===== src/rtl/counter_disp_pkg.sv =====
// Shared definitions for the multi-digit counter and its 7-segment display path.
package counter_disp_pkg;

  localparam int DIGIT_W = 4;

  // Active-high segment patterns, bit0 = a .. bit6 = g, for 0-9, A, b, C, d, E, F.
  localparam logic [6:0] SEG_LUT [16] = '{
    7'h3F, 7'h06, 7'h5B, 7'h4F, 7'h66, 7'h6D, 7'h7D, 7'h07,
    7'h7F, 7'h6F, 7'h77, 7'h7C, 7'h39, 7'h5E, 7'h79, 7'h71
  };

  function automatic logic is_max(input logic [DIGIT_W-1:0] digit, input int base);
    return digit == DIGIT_W'(base - 1);
  endfunction

  // Load values above the radix are pinned to the largest legal digit.
  function automatic logic [DIGIT_W-1:0] clamp_digit(input logic [DIGIT_W-1:0] digit,
                                                     input int base);
    return (int'(digit) > base - 1) ? DIGIT_W'(base - 1) : digit;
  endfunction

endpackage


===== src/rtl/seg7_decoder.sv =====
// Combinational 4-bit code to active-high 7-segment pattern.
module seg7_decoder
  import counter_disp_pkg::*;
(
  input  logic [DIGIT_W-1:0] code,
  output logic [6:0]         seg
);

  assign seg = SEG_LUT[code];

endmodule


===== src/rtl/multi_digit_counter.sv =====
// Prescaled N-digit up/down counter (base 10 or 16) with load, wrap flag and
// a time-multiplexed 7-segment display driver.
module multi_digit_counter
  import counter_disp_pkg::*;
#(
  parameter int CLK_DIV    = 10_000_000,
  parameter int NUM_DIGITS = 4,
  parameter int BASE       = 10,
  parameter int MUX_DIV    = 10_000
) (
  input  logic                          clk,
  input  logic                          reset,
  input  logic                          en,
  input  logic                          up_dn,
  input  logic                          load,
  input  logic [DIGIT_W*NUM_DIGITS-1:0] load_val,
  output logic [DIGIT_W*NUM_DIGITS-1:0] count,
  output logic                          tick,
  output logic                          wrap,
  output logic [6:0]                    seg,
  output logic [NUM_DIGITS-1:0]         dig_sel
);

  localparam int CW = DIGIT_W * NUM_DIGITS;
  localparam int PW = $clog2(CLK_DIV);
  localparam int MW = (MUX_DIV > 1) ? $clog2(MUX_DIV) : 1;
  localparam int IW = (NUM_DIGITS > 1) ? $clog2(NUM_DIGITS) : 1;
  localparam logic [PW-1:0] PRE_TC   = PW'(CLK_DIV - 1);
  localparam logic [MW-1:0] MUX_TC   = MW'(MUX_DIV - 1);
  localparam logic [IW-1:0] IDX_LAST = IW'(NUM_DIGITS - 1);

  logic [PW-1:0]      presc;
  logic               presc_tc;
  logic               step;
  logic [CW-1:0]      count_nxt;
  logic [CW-1:0]      load_clamped;
  logic               all_roll;
  logic [MW-1:0]      refresh;
  logic [IW-1:0]      mux_idx;
  logic [DIGIT_W-1:0] mux_digit;
  logic [6:0]         seg_dec;

  assign presc_tc = (presc == PRE_TC);
  // A load in the terminal-count cycle wins over the step, but tick still fires.
  assign step     = en && presc_tc && !load;

  // Prescaler and registered tick; load restarts the tick period.
  always_ff @(posedge clk) begin
    if (reset) begin
      presc <= '0;
      tick  <= 1'b0;
    end else begin
      tick <= en && presc_tc;
      if (load)
        presc <= '0;
      else if (en)
        presc <= presc_tc ? '0 : presc + 1'b1;
    end
  end

  // Ripple carry/borrow chain; cout of the last digit means the whole counter rolled.
  for (genvar i = 0; i < NUM_DIGITS; i++) begin : g_digit
    logic [DIGIT_W-1:0] cur;
    logic [DIGIT_W-1:0] nxt;
    logic               cin;
    logic               cout;

    assign cur = count[DIGIT_W*i +: DIGIT_W];

    if (i == 0) begin : g_first
      assign cin = 1'b1;
    end else begin : g_chain
      assign cin = g_digit[i-1].cout;
    end

    // Next value of this digit given the incoming carry/borrow.
    always_comb begin
      nxt  = cur;
      cout = 1'b0;
      if (cin) begin
        if (up_dn) begin
          if (is_max(cur, BASE)) begin
            nxt  = '0;
            cout = 1'b1;
          end else begin
            nxt = cur + 1'b1;
          end
        end else begin
          if (cur == '0) begin
            nxt  = DIGIT_W'(BASE - 1);
            cout = 1'b1;
          end else begin
            nxt = cur - 1'b1;
          end
        end
      end
    end

    assign count_nxt[DIGIT_W*i +: DIGIT_W]    = nxt;
    assign load_clamped[DIGIT_W*i +: DIGIT_W] = clamp_digit(load_val[DIGIT_W*i +: DIGIT_W], BASE);
  end

  assign all_roll = g_digit[NUM_DIGITS-1].cout;

  // Digit register with load priority; wrap pulses with a full roll-over/under.
  always_ff @(posedge clk) begin
    if (reset) begin
      count <= '0;
      wrap  <= 1'b0;
    end else begin
      wrap <= step && all_roll;
      if (load)
        count <= load_clamped;
      else if (step)
        count <= count_nxt;
    end
  end

  // Display refresh timer and digit index, free-running regardless of en/load.
  always_ff @(posedge clk) begin
    if (reset) begin
      refresh <= '0;
      mux_idx <= '0;
    end else if (refresh == MUX_TC) begin
      refresh <= '0;
      mux_idx <= (mux_idx == IDX_LAST) ? '0 : mux_idx + 1'b1;
    end else begin
      refresh <= refresh + 1'b1;
    end
  end

  // Select the digit currently being displayed.
  always_comb begin
    mux_digit = '0;
    for (int i = 0; i < NUM_DIGITS; i++) begin
      if (mux_idx == IW'(i))
        mux_digit = count[DIGIT_W*i +: DIGIT_W];
    end
  end

  seg7_decoder u_dec (
    .code (mux_digit),
    .seg  (seg_dec)
  );

  // Segment pattern and digit enable registered together so they never disagree.
  always_ff @(posedge clk) begin
    if (reset) begin
      dig_sel <= NUM_DIGITS'(1);
      seg     <= SEG_LUT[0];
    end else begin
      dig_sel <= NUM_DIGITS'(1) << mux_idx;
      seg     <= seg_dec;
    end
  end

endmodule


===== config.mk =====
export PLATFORM = sky130hd
export DESIGN_NAME = multi_digit_counter
export DESIGN_NICKNAME = d
export VERILOG_FILES = /design/src/rtl/counter_disp_pkg.sv /design/src/rtl/seg7_decoder.sv /design/src/rtl/multi_digit_counter.sv
export SDC_FILE = /design/constraint.sdc
export NUM_CORES = 1
export LEC_CHECK = 0
export ABC_AREA = 1
export CORE_AREA = 2 2 90 92
export CTS_BUF_LIST = sky130_fd_sc_hd__clkbuf_4
export CTS_CLUSTER_SIZE = 10
export DETAILED_ROUTE_END_ITERATION = 12
export DIE_AREA = 0 0 92 94
export MAX_ROUTING_LAYER = met4
export PLACE_DENSITY = 0.82
export SETUP_SLACK_MARGIN = 0.5
export SLEW_MARGIN = 20
export SYNTH_ARGS = -nofsm -noshare
export SYNTH_HDL_FRONTEND = slang
export SYNTH_HIERARCHICAL = 1
export SYNTH_SLANG_ARGS = --single-unit

===== constraint.sdc =====
create_clock -name clk -period 3.1 [get_ports clk]
set_clock_uncertainty 0.1 [all_clocks]
set_input_delay 0.62 -clock clk [delete_from_list [all_inputs] [get_ports clk]]
set_output_delay 0.62 -clock clk [all_outputs]
set_load 0.01 [all_outputs]

==> results.tsv <==
metric	value	unit
via_per_inst	5.31	
fmax	412	MHz
async_reset_ff_share	0	%
finalCritPeriodShare	78.2	%
synth_nets	748	
synthToLayoutAreaGrowth	17.1	%
critPathLaunch	mux_idx[1]	
synth_commonest_cells	nand2_1 (194), nor2_1 (111), inv_1 (77)	
clkSinkCount	69	
critPathArrivalTime	2650	ps
nets	801	
gp_congestion	0.921	
drive_gt1_share	10.9	%
ys_top_cells_by_area	dfxtp_1 (31%), nand2_1 (16%), nor2_1 (9.4%), inv_1 (6.5%), nand3_1 (5.6%)	
port-buffer-count	49	
hold_viol_final	0	
grt_pass1_vias	4278	
num_vias	4637	
yosys_warnings	6	
status	complete, no violations	
vdd_drop_max	232	uV
yosysTopAreaCell	dfxtp_1	
pwr-share-comb	19.1	%
ant_nets	0	
cap_violations	0	
grt_max_degree	22	
ios	50	
wl_per_cell	12.9	um
crit_path_end_kind	flop	
slew-limit-headroom	48.6	%
net-switching-power	597	uW
clkPwrFrac	31.2	%
p_sw_share	31.1	%
p_int	1320	uW
cts.clk_slew.worst_paths	130	ps
yosysSeqAreaShare	31.1	%
r2r-start	mux_idx[1]	
grt_pass1_wl	19000	um
fin_total_pwr	1920	uW
setup_ws	676	ps
firstDrtPassIters	6	
grt_usage	27.8	%
synth_top_area_share	31.1	%
cts_tree	yes	
std_cell_rows	32	
power.density	369	nW/um^2
cts_buffers	9	
dieArea	8650	um^2
hp-start	refresh[0]	
drc	0	
cp_data_required_time	3330	ps
post-place-ws	463	ps
cts_buffer_depth	2	
initial_core_util	58.4	%
rsz0062_at_grt	false	
fp.dieW	92	um
critical_path_class	reg2reg	
h-tree-depth	3	
grt_overflow_total	0	
drtIter0Drc	356	
grt_antenna_before_repair	0	
num-fill-cells	706	
p_seq_share	49.8	%
startpoint_type	flop	
clk_latency	430	ps
diodes	0	
coreArea	7610	um^2
multiInputGateArea	2620	um^2
cts_root_buf	clkbuf_4	
die_y	94	um
yosysMostFrequentCell	nand2_1	
dpl.hpwl	8360	um
yosys_register_bits	69	
drt-total-wl	11300	um
syn_area	4450	um^2
synth.distinct_cells	37	
netlist_instances	714	
drv_slew	0	
synth_edf_count	0	
tns	0	ps
syn-mean-instance-area	6.23	um^2
leakagePower	0.00232	uW
ys.flop_type	dfxtp_1	
cp_max_fo	5	
finalSetupViolations	0	
post-route-min-period	2420	ps
regArea	1380	um^2
worstMarginPinSlew	770	ps
worst_hold_path_type	reg2reg	
cell families after synthesis:
kind of cell             Yosys count  synth area share, %
XOR/XNOR                          10                 1.97
adder cells (fa/ha/maj)           13                 3.66
AO/OA/AOI/OAI                     83                 10.5
AND/OR/NAND/NOR                  426                 42.6
buffers and inverters            113                 10.2
flip-flops                        69                 31.1
metrics by stage:
| stage | instances | hold slack [ps] | util, % | cell area [um^2] |
|---|---|---|---|---|
| 3_5_place_dp | 854 | 343 | 66.0 | 5020 |
| 6_report | 874 | 356 | 68.4 | 5200 |
| 4_1_cts | 870 | 363 | 68.0 | 5170 |
| 2_1_floorplan | 714 | 318 | - | 4450 |
| 3_3_place_gp | 854 | 327 | 66.0 | 5020 |
| 5_1_grt | 874 | 382 | 68.4 | 5200 |
flip-flops by register name (all words and copies together), names as in the netlist:
name / count
count: 16
dig_sel: 4
mux_idx: 2
presc: 24
refresh: 14
seg: 7
tick: 1
wrap: 1
power by group through the flow:
| stage | Combinational [uW] | Clock, uW | Sequential, uW |
|---|---|---|---|
| 2_1_floorplan | 226 | 0 | 971 |
| 3_3_place_gp | 345 | 0 | 974 |
| 3_5_place_dp | 353 | 0 | 975 |
| 4_1_cts | 357 | 612 | 955 |
| 5_1_grt | 413 | 657 | 961 |
| 6_report | 366 | 599 | 956 |
final cells by class:
type	instances	share of cell area (%)
inverters	96	6.97
multi-input cells	532	50.4
flip-flops and latches	69	26.6
clock buffers	9	1.30
repair buffers	59	10.9
well taps	102	2.45
clock inverters	7	1.42
final timing paths:
kind                      to  slack [ps]  cells past startpoint
hold / removal    refresh[0]         360                      1
hold reg to reg   refresh[0]         360                      1
setup reg to reg      seg[3]         680                     13
setup / recovery      seg[3]         680                     13
placed cells by master (no fill, tap or decap), drive strengths merged, types with 2 or more instances in the layout:
cell	count
nand2	200
dfxtp	69
a211oi	3
nand3	53
nor2	119
o211ai	5
clkdlybuf4s50	49
xor2	10
a31oi	2
o21ai	38
buf	10
a21oi	29
nor3	25
inv	97
clkinv	4
nor4	2
ha	13
nand4	13
or2	8
a22oi	4
nor3b	6
clkbuf	9
layer usage:
metal	routed length [um]	part of all wire, %	up-vias	global-route usage [%]
li1	-	-	2387	-
met1	5180	46	2076	35.3
met2	5320	47	154	46.6
met3	619	5.5	20	3.45
met4	185	1.6	0	8.46
met5	0	0	-	-
worst max-delay path, stage by stage, from the launching register on:
cell and delay, ps:
dfxtp_2 370, inv_2 90, ha_1 150, inv_1 80, o21ai_0 150, o211ai_1 130
a22oi_2 330, inv_2 110, ha_1 330, nand2_2 70, o21ai_1 60, nand2_1 60
nand2_1 40, or2_2 260
timing repair:
item,in CTS,in global routing
buffers inserted,0,4
hold buffers,0,0
gates resized for setup,2,6
pin swaps,0,2
setup endpoints to repair,1,4
endpoints found under the hold margin,0,0
(Power assumes the default switching activity.)
